`config.mk`:
```
export PLATFORM = sky130hd
export DESIGN_NAME = ar_cluster_scheduler
export DESIGN_NICKNAME = d
export VERILOG_FILES = /design/src/rtl/ar_cluster_scheduler_pkg.sv /design/src/rtl/ar_cluster_scheduler_route_fifo.sv /design/src/rtl/ar_cluster_scheduler.sv
export SDC_FILE = /design/constraint.sdc
export NUM_CORES = 1
export LEC_CHECK = 0
export CORE_AREA = 2 2 227 229
export CTS_CLUSTER_DIAMETER = 60
export DETAILED_ROUTE_END_ITERATION = 8
export DIE_AREA = 0 0 229 231
export PLACE_DENSITY = 0.47
export SYNTH_ARGS = -nofsm -noshare
export SYNTH_HDL_FRONTEND = slang
export SYNTH_SLANG_ARGS = --single-unit
```
`constraint.sdc`:
```
create_clock -name clk_i -period 4.4 [get_ports clk_i]
set_input_delay 0.66 -clock clk_i [delete_from_list [all_inputs] [get_ports clk_i]]
set_output_delay 0.66 -clock clk_i [all_outputs]
set_load 0.02 [all_outputs]
```
`src/rtl/ar_cluster_scheduler_pkg.sv`:
```
`default_nettype none
// ============================================================================
// Module      : ar_cluster_scheduler_pkg
// Description : Shared types for the cluster AXI read scheduler: AR and R
//               channel payloads and the per-request cluster metadata.
// Revision    : 1.0 - initial release
// ============================================================================
package ar_cluster_scheduler_pkg;

    localparam int unsigned DEFAULT_NR_REQ          = 4;
    localparam int unsigned DEFAULT_MAX_OUTSTANDING = 8;

    // AR channel payload
    typedef struct packed {
        logic [3:0]  id;
        logic [31:0] addr;
        logic [7:0]  len;
        logic [2:0]  size;
        logic [1:0]  burst;
    } ar_chan_t;

    // R channel payload; .last closes a burst and releases its route entry
    typedef struct packed {
        logic [3:0]  id;
        logic [31:0] data;
        logic [1:0]  resp;
        logic        last;
    } r_chan_t;

    // Metadata travelling alongside each AR towards the alignment stage
    typedef struct packed {
        logic [3:0]  cluster_id;
        logic [15:0] tag;
        logic [2:0]  elem_width;
    } cluster_metadata_t;

endpackage : ar_cluster_scheduler_pkg
`default_nettype wire

```
`src/rtl/ar_cluster_scheduler_route_fifo.sv`:
```
`default_nettype none
// ============================================================================
// Module      : ar_cluster_scheduler_route_fifo
// Description : Route FIFO holding the requester index of every in-flight AR
//               burst. Full/empty derive from the registered count, so a pop
//               never frees a slot for a push in the same cycle.
// Revision    : 1.0 - initial release
// ============================================================================
module ar_cluster_scheduler_route_fifo #(
    parameter int unsigned DEPTH = 8,
    parameter int unsigned WIDTH = 2
) (
    input  logic             clk_i,
    input  logic             rst_ni,
    input  logic             push_i,
    input  logic [WIDTH-1:0] data_i,
    input  logic             pop_i,
    output logic [WIDTH-1:0] data_o,
    output logic             full_o,
    output logic             empty_o
);

    localparam int unsigned PTR_W = (DEPTH > 1) ? $clog2(DEPTH) : 1;
    localparam int unsigned CNT_W = $clog2(DEPTH) + 1;
    localparam logic [PTR_W-1:0] LAST_PTR = PTR_W'(DEPTH - 1);
    localparam logic [CNT_W-1:0] FULL_CNT = CNT_W'(DEPTH);

    logic [WIDTH-1:0] mem_q [DEPTH];
    logic [PTR_W-1:0] wr_ptr_q, wr_ptr_d;
    logic [PTR_W-1:0] rd_ptr_q, rd_ptr_d;
    logic [CNT_W-1:0] cnt_q, cnt_d;
    logic             w_push_ok;
    logic             w_pop_ok;

    assign full_o    = (cnt_q == FULL_CNT);
    assign empty_o   = (cnt_q == '0);
    assign data_o    = mem_q[rd_ptr_q];
    assign w_push_ok = push_i & ~full_o;
    assign w_pop_ok  = pop_i & ~empty_o;

    // Next-state pointers and occupancy; pointers wrap explicitly at DEPTH-1
    always_comb begin
        wr_ptr_d = wr_ptr_q;
        rd_ptr_d = rd_ptr_q;
        cnt_d    = cnt_q;
        if (w_push_ok) begin
            wr_ptr_d = (wr_ptr_q == LAST_PTR) ? '0 : wr_ptr_q + PTR_W'(1);
        end
        if (w_pop_ok) begin
            rd_ptr_d = (rd_ptr_q == LAST_PTR) ? '0 : rd_ptr_q + PTR_W'(1);
        end
        case ({w_push_ok, w_pop_ok})
            2'b10:   cnt_d = cnt_q + CNT_W'(1);
            2'b01:   cnt_d = cnt_q - CNT_W'(1);
            default: cnt_d = cnt_q;
        endcase
    end

    // Pointer and count registers, cleared by reset
    always_ff @(posedge clk_i or negedge rst_ni) begin
        if (!rst_ni) begin
            wr_ptr_q <= '0;
            rd_ptr_q <= '0;
            cnt_q    <= '0;
        end else begin
            wr_ptr_q <= wr_ptr_d;
            rd_ptr_q <= rd_ptr_d;
            cnt_q    <= cnt_d;
        end
    end

    // Storage; contents are only meaningful between the pointers
    always_ff @(posedge clk_i) begin
        if (w_push_ok) begin
            mem_q[wr_ptr_q] <= data_i;
        end
    end

endmodule : ar_cluster_scheduler_route_fifo
`default_nettype wire

```
`src/rtl/ar_cluster_scheduler.sv`:
```
`default_nettype none
// ============================================================================
// Module      : ar_cluster_scheduler
// Description : Shares one system AXI read port among NR_REQ cluster
//               requesters. Round-robin AR arbitration with grant lock while
//               the system stalls; R beats are routed back in order through a
//               FIFO of requester indices.
// Revision    : 1.0 - initial release
// ============================================================================
module ar_cluster_scheduler
    import ar_cluster_scheduler_pkg::*;
#(
    parameter int unsigned NR_REQ          = DEFAULT_NR_REQ,
    parameter int unsigned MAX_OUTSTANDING = DEFAULT_MAX_OUTSTANDING,
    parameter type         axi_ar_t        = ar_chan_t,
    parameter type         axi_r_t         = r_chan_t,
    parameter type         meta_t          = cluster_metadata_t
) (
    input  logic              clk_i,
    input  logic              rst_ni,
    input  axi_ar_t           req_ar_i       [NR_REQ],
    input  meta_t             req_meta_i     [NR_REQ],
    input  logic [NR_REQ-1:0] req_ar_valid_i,
    output logic [NR_REQ-1:0] req_ar_ready_o,
    output axi_r_t            req_r_o        [NR_REQ],
    output logic [NR_REQ-1:0] req_r_valid_o,
    input  logic [NR_REQ-1:0] req_r_ready_i,
    output axi_ar_t           ar_o,
    output meta_t             meta_o,
    output logic              ar_valid_o,
    input  logic              ar_ready_i,
    input  axi_r_t            r_i,
    input  logic              r_valid_i,
    output logic              r_ready_o
);

    localparam int unsigned IDX_W = $clog2(NR_REQ);
    typedef logic [IDX_W-1:0] idx_t;
    localparam idx_t LAST_IDX = idx_t'(NR_REQ - 1);

    idx_t ptr_q, ptr_d;
    logic lock_q, lock_d;
    idx_t lock_idx_q, lock_idx_d;

    idx_t w_rr_idx;
    idx_t w_grant;
    idx_t w_head;
    logic w_full;
    logic w_empty;
    logic w_ar_hs;
    logic w_pop;

    // Round-robin pick: first valid requester at or after the pointer
    always_comb begin : rr_pick
        int unsigned cand;
        logic        found;
        w_rr_idx = ptr_q;
        found    = 1'b0;
        cand     = 0;
        for (int unsigned i = 0; i < NR_REQ; i++) begin
            cand = int'(ptr_q) + i;
            if (cand >= NR_REQ) begin
                cand = cand - NR_REQ;
            end
            if (!found && req_ar_valid_i[idx_t'(cand)]) begin
                found    = 1'b1;
                w_rr_idx = idx_t'(cand);
            end
        end
    end

    // A stalled AR keeps its winner so the payload cannot change under the system
    assign w_grant    = lock_q ? lock_idx_q : w_rr_idx;
    assign ar_valid_o = rst_ni & (|req_ar_valid_i) & ~w_full;
    assign ar_o       = req_ar_i[w_grant];
    assign meta_o     = req_meta_i[w_grant];
    assign w_ar_hs    = ar_valid_o & ar_ready_i;

    // Only the routed lane sees R valid; the R payload is broadcast to all lanes
    assign r_ready_o = req_r_ready_i[w_head] & ~w_empty;
    assign w_pop     = r_valid_i & r_ready_o & r_i.last;

    for (genvar g = 0; g < NR_REQ; g++) begin : g_lane
        assign req_ar_ready_o[g] = (w_grant == idx_t'(g)) & ar_valid_o & ar_ready_i;
        assign req_r_valid_o[g]  = (w_head == idx_t'(g)) & r_valid_i & ~w_empty;
        assign req_r_o[g]        = r_i;
    end

    // Pointer advances past the winner on handshake; lock tracks an unaccepted AR
    always_comb begin
        ptr_d      = ptr_q;
        lock_d     = lock_q;
        lock_idx_d = lock_idx_q;
        if (w_ar_hs) begin
            ptr_d  = (w_grant == LAST_IDX) ? '0 : w_grant + idx_t'(1);
            lock_d = 1'b0;
        end else if (ar_valid_o) begin
            lock_d     = 1'b1;
            lock_idx_d = w_grant;
        end
    end

    // Arbitration state registers
    always_ff @(posedge clk_i or negedge rst_ni) begin
        if (!rst_ni) begin
            ptr_q      <= '0;
            lock_q     <= 1'b0;
            lock_idx_q <= '0;
        end else begin
            ptr_q      <= ptr_d;
            lock_q     <= lock_d;
            lock_idx_q <= lock_idx_d;
        end
    end

    ar_cluster_scheduler_route_fifo #(
        .DEPTH (MAX_OUTSTANDING),
        .WIDTH (IDX_W)
    ) u_route_fifo (
        .clk_i   (clk_i),
        .rst_ni  (rst_ni),
        .push_i  (w_ar_hs),
        .data_i  (w_grant),
        .pop_i   (w_pop),
        .data_o  (w_head),
        .full_o  (w_full),
        .empty_o (w_empty)
    );

endmodule : ar_cluster_scheduler
`default_nettype wire

```
# == After elaboration in Yosys (flattened, before gate mapping) ==
# Memories as Yosys holds them, arrays and structs flattened.
# Cells that the tools add are included.
# totals
ramBits,16
word_cells,117
input_bits,339
mem_count,1
output_inout_bits,238
ff_bits,15
# mem_list
memory,words,word_bits,read_ports,rd_clocked_by_memory_dff,wr,line,source
u_route_fifo.mem_q,8,2,1,0,1,ar_cluster_scheduler_route_fifo.sv:28,logic [WIDTH-1:0] mem_q [DEPTH];
# classes
mux,36
bitwise,28
reduce_logical,13
add_sub_neg,12
order_cmp,10
n_eq_ne,11
# ops
cell,count
49-bit binary-select mux with 2-bit select,1
49-bit two-way mux,2
23-bit binary-select mux with 2-bit select,1
23-bit two-way mux,2
1-bit bitwise AND,24
2-bit two-way mux,10
2-bit by 3-bit less-than comparator with 1-bit output (second input constant),5
3-bit greater-or-equal comparator (second input constant),4
1-bit two-way mux,12
1-bit binary-select mux with 2-bit select,5
2-bit == test (second input constant),5
4-bit one-hot mux with 2 select lines,1
2-bit by 1-bit subtractor with 2-bit output (second input constant),4
2-bit by 2-bit adder with 3-bit output (second input constant),2
3-bit by 1-bit adder with 3-bit output (second input constant),2
2-bit by 1-bit == test with 1-bit output (second input constant),3
3-bit == test (second input constant),2
3-bit two-way mux,2
4-bit by 1-bit adder with 4-bit output (second input constant),1
4-bit == test (second input constant),1
2-bit logical NOT,2
4-bit logical NOT,1
2-bit nonzero test,2
4-bit OR reduction,1
9 further kinds,15

# == Logic depth before layout (Yosys ltp) ==
# logic_depth
depth_word,19
depth_mapped,13
ltp_nobuf,12

# == Hierarchy ==
# From an unflattened synthesis, not the netlist that was laid out.
# unflattened
hier_cells,542
hier_area_um2,5345.1
# by_module_without_submodules
mod,area_each_um2,cells_per_inst,seq_area_each_um2,n_inst
ar_cluster_scheduler,4018.9,452,125.1,1
ar_cluster_scheduler_route_fifo,1326.3,90,730.7,1

# == Worst setup path before layout ==
# Ideal clock, no wire load.
# synth_path
path_kind,flip-flop to flip-flop
start,register u_route_fifo.rd_ptr_q[0]
end,register u_route_fifo.cnt_q[3]
slack_ns,1.254
synth_period_minus_slack_ns,3.146
arrival_ns,3.020
stages_incl_launch_ff,14
path_buffers,1
required_time_ns,4.275
setup_ns,0.125
cell_sequence,dfrtp_1 > buf_6 > mux4_2 > mux2_4 > mux4_2 > nand3_2 > inv_1 > ha_1 > ha_1 > a21o_1 > a21oi_1 > xnor2_1 > nor2_1 > xor2_1
# synth_via
elab_chain_cells,9
elab_cells_between_ends,11
classes_between,eq/ne (2); mux (3); bitwise (4); reduce/logical (1); memory (1)
# synth_lines
element,line,source
from (decl),ar_cluster_scheduler_route_fifo.sv:30,"logic [PTR_W-1:0] rd_ptr_q, rd_ptr_d;"
from (signal assigned),ar_cluster_scheduler_route_fifo.sv:67,rd_ptr_q <= rd_ptr_d;
memory read 8 x 2 bit *,n/a,
1-bit binary-select mux with 2-bit select *,ar_cluster_scheduler.sv:80,assign r_ready_o = req_r_ready_i[w_head] & ~w_empty;
1-bit two-way mux (not written as such) *,ar_cluster_scheduler.sv:80,
1-bit bitwise AND *,ar_cluster_scheduler.sv:80,
1-bit bitwise AND * (2 in a row),ar_cluster_scheduler.sv:81,assign w_pop = r_valid_i & r_ready_o & r_i.last;
1-bit bitwise AND *,ar_cluster_scheduler_route_fifo.sv:39,assign w_pop_ok = pop_i & ~empty_o;
named net u_route_fifo.w_pop_ok,ar_cluster_scheduler_route_fifo.sv:33,logic w_pop_ok;
2-bit by 1-bit == test with 1-bit output / 2-bit == test (equally long branches),ar_cluster_scheduler_route_fifo.sv:52,"case ({w_push_ok, w_pop_ok})"
4-bit one-hot mux with 2 select lines / 2-bit nonzero test (equally long branches),n/a,
to (signal assigned),ar_cluster_scheduler_route_fifo.sv:68,cnt_q <= cnt_d;
to (decl),ar_cluster_scheduler_route_fifo.sv:31,"logic [CNT_W-1:0] cnt_q, cnt_d;"
# Mark *: on every way through the listed nets, which the timed path passes. The rest lies on a longest branch. The select of a mux whose other input is x is not followed.
# A chain may end at the register's enable or synchronous reset.

==> run_results.csv <==
group,metric,value,unit
setup_path,r2r_cells,12,
synth,netlist_instances,543,
cells_and_area,final_common_cell,"clkdlybuf4s50_1",
placed_design,placedCellCount,1451,
setup_path,critPathBufInv,5,
synth,syn_area,5130,um^2
cells_and_area,fin_nets,1129,
min_path,hp-class,"reg2reg",
setup_path,r2r-start,"u_route_fifo.rd_ptr_q[0]",
sta,fin_worst_skew,0.00646,ns
floorplan,io_pins,577,
clock_tree,clk_pin_slew_worst_paths,0.05,ns
power,ir_worst_vdd,0.000219,V
floorplan,dieArea,52900,um^2
cells_and_area,final_area,9040,um^2
route,first_iter_violations,144,
synth,synth_cell_type_count,38,
synth,syn_avg_cell_area,9.45,um^2
grt,grt_pass1_vias,5020,
setup_path,worstPathMaxFanout,30,
grt,track_usage,8.60,%
clock_tree,hold_buffers,0,
cells_and_area,final_cell_mix,"clkdlybuf4s50_1, mux2i_1, buf_4, edfxtp_1",
synth,syn-num-nets,894,
setup_path,worstReg2RegEnd,"u_route_fifo.cnt_q[3]",
route,via_per_inst,3.24,
route,wl_per_cell,16.6,um
setup_path,cp-end-kind,"output port",
grt,grt_max_degree,34,
setup_path,cp-start-kind,"input pin",
synth,synth_ff_type,"edfxtp_1",
route,drc,0,
clock_tree,cts-root-buf,"clkbuf_16",
sta,drv_slew,0,
min_path,hold_path_depth,2,
grt,antenna_found_initial,2,
route,drt-total-wl,24.2,mm
clock_tree,cts_setup_buffers,0,
placed_design,io_buffer_count,386,
clock_tree,cts_made_buffers,5,
route,firstDrtPassIters,4,
route,num_vias,4728,
job,cap_violations,0,
sta,setup_viol,0,
synth,synth-seq-cells,31,
synth,ys_warn_count,0,
sta,min_period_over_period,92.7,%
grt,globalRouteOverflowTotal,0,
clock_tree,cts_tree,"built",
floorplan,die_h,231,um
clock_tree,cts-htree-levels,2,
sta,rsz0062_at_grt,"false",
setup_path,critical_path_arrival,3.42,ns
setup_path,critical_path_required,3.74,ns
sta,maxSlewHeadroom,57.0,%
route,drtAntennaViolNets,0,
min_path,min_from,"ptr_q[0]",
synth,synth_edf_count,16,
sta,worst_pin_slew,0.635,ns
setup_path,slowest_delay,0.56,ns
setup_path,critical_path_class,"in2out",
floorplan,core_area,50700,um^2
setup_path,critical_path.cell_chain,"clkdlybuf4s50_1 > inv_1 > a22oi_1 > o221ai_1 > o21ai_4 > buf_12 > buf_12 > mux2i_1 > mux2i_1 > clkdlybuf4s50_1",
floorplan,row_count,83,
setup_path,r2r_slack,0.93,ns
floorplan,dieWidth,229,um
placed_design,dpl_cell_area,8870,um^2
clock_tree,numClockSinks,31,
power,finalPower,0.00497,W
clock_tree,clk_path_buf_depth,2,
cells_and_area,fill_cells,5696,
power,power_leakage,3.77,nW
synth,async_flop_share,48.4,%
power,powerDensity,549,nW/um^2
cells_and_area,drive_gt1_share,6.42,%
clock_tree,clk_latency,0.27,ns
placed_design,gp_congestion,0.877,
sta,tns,0,ns
setup_path,crit_slowest_cell,"clkdlybuf4s50_1",
placed_design,dpl.hpwl,21.4,mm
clock_tree,cts_resized,0,
min_path,hold_end,"ptr_q[0]",
cells_and_area,final-instance-count-excl-fill,1460,
sta,hold_viol,0,
setup_path,crit_family,"buffers and inverters",
cells_and_area,syn2layout_area_growth,76.1,%
sta,max_freq,245,MHz
synth,seq_area_frac_synth,16.7,%
grt,grt_pass1_wl,33.6,mm
status,status,"complete, no violations",
sta,layout_min_cycle_time,4.08,ns
floorplan,start_util,10.1,%
==> kinds of logic (layout without fill, tap and decap cells) <==
family,count (synthesis),in the layout,share of synthesized area (%)
flops,31,31,16.7
xor+xnor,4,4,0.683
compound gates,23,23,2.73
other cells,0,1,0
buf+inv,194,430,26.2
simple gates,51,51,5.00
fa+ha+maj,12,12,3.07
mux,228,228,45.6
==> synthesized netlist by cell type (3+ instances only) <==
cell | instances | share of area [%]
mux2i_1 | 222 | 43
buf_4 | 156 | 23
buf_2 | 19 | 1.9
edfxtp_1 | 16 | 9.4
dfrtp_1 | 15 | 7.3
nand2_1 | 15 | 1.1
nor2_1 | 12 | 0.88
ha_1 | 11 | 2.7
inv_1 | 8 | 0.59
a21oi_1 | 7 | 0.68
clkbuf_1 | 6 | 0.44
o21ai_1 | 6 | 0.59
nor3_1 | 5 | 0.49
and3_1 | 4 | 0.49
mux4_2 | 4 | 1.8
a21o_1 | 3 | 0.44
inv_2 | 3 | 0.22
nand2b_1 | 3 | 0.37
==> through the flow <==
step	setup slack, ns	util, %	hold slack (ns)
final	0.321	17.8	0.509
after detailed placement	0.309	17.5	0.502
after floorplan	1.25	-	0.364
after global placement	0.287	17.5	0.498
after CTS	0.294	17.8	0.512
after global routing	0.138	17.8	0.532
==> layer usage <==
| layer | track usage, % | vias to the layer above | wire (um) | share of wire [%] |
|---|---|---|---|---|
| li1 | - | 2230 | - | - |
| met4 | 2.15 | 6 | 567 | 2.3 |
| met5 | 1.38 | - | 102 | 0.42 |
| met3 | 4.71 | 29 | 2950 | 12 |
| met1 | 10.1 | 2106 | 9910 | 41 |
| met2 | 13.4 | 357 | 10700 | 44 |
==> registers in the layout (all words and copies together) (netlist names) <==
register               count
lock_idx_q                 2
lock_q                     1
ptr_q                      2
u_route_fifo.cnt_q         4
u_route_fifo.mem_q        16
u_route_fifo.rd_ptr_q      3
u_route_fifo.wr_ptr_q      3
==> area by class of cell <==
cell class,count,area (um^2),share of cell area (%)
diodes,1,2.50,0.0277
clock buffers,5,125,1.38
clock inverters,3,38.8,0.429
inverters,11,41.3,0.457
multi-input cells,318,2950,32.6
flip-flops and latches,31,856,9.47
well taps,680,851,9.41
repair buffers,411,4170,46.2
==> power breakdown <==
group | leakage [nW] | total, W | switching [W] | internal, W
sequential | 0.325 | 0.000513 | 0.000104 | 0.000409
clock | 0.0812 | 0.000382 | 0.000119 | 0.000263
combinational | 3.36 | 0.00407 | 0.00198 | 0.00209
==> tightest hold or removal path: stages (launching register included) <==
cell,delay [ns]
dfrtp_1,0.36
nand2_1,0.06
o31ai_1,0.06
==> worst max-delay path by stage <==
stage / to / from / depth (start not counted) / slack (ns)
floorplan: u_route_fifo.cnt_q[3] / u_route_fifo.rd_ptr_q[0] / 13 / 1.25
global placement: ar_o[35] / req_ar_valid_i[0] / 10 / 0.29
detailed placement: ar_o[35] / req_ar_valid_i[3] / 10 / 0.31
CTS: ar_o[35] / req_ar_valid_i[3] / 10 / 0.29
global route: meta_o[22] / req_ar_valid_i[3] / 10 / 0.14
finish: ar_o[35] / req_ar_valid_i[3] / 10 / 0.32
No activity file was read; power rests on OpenSTA's default activity.
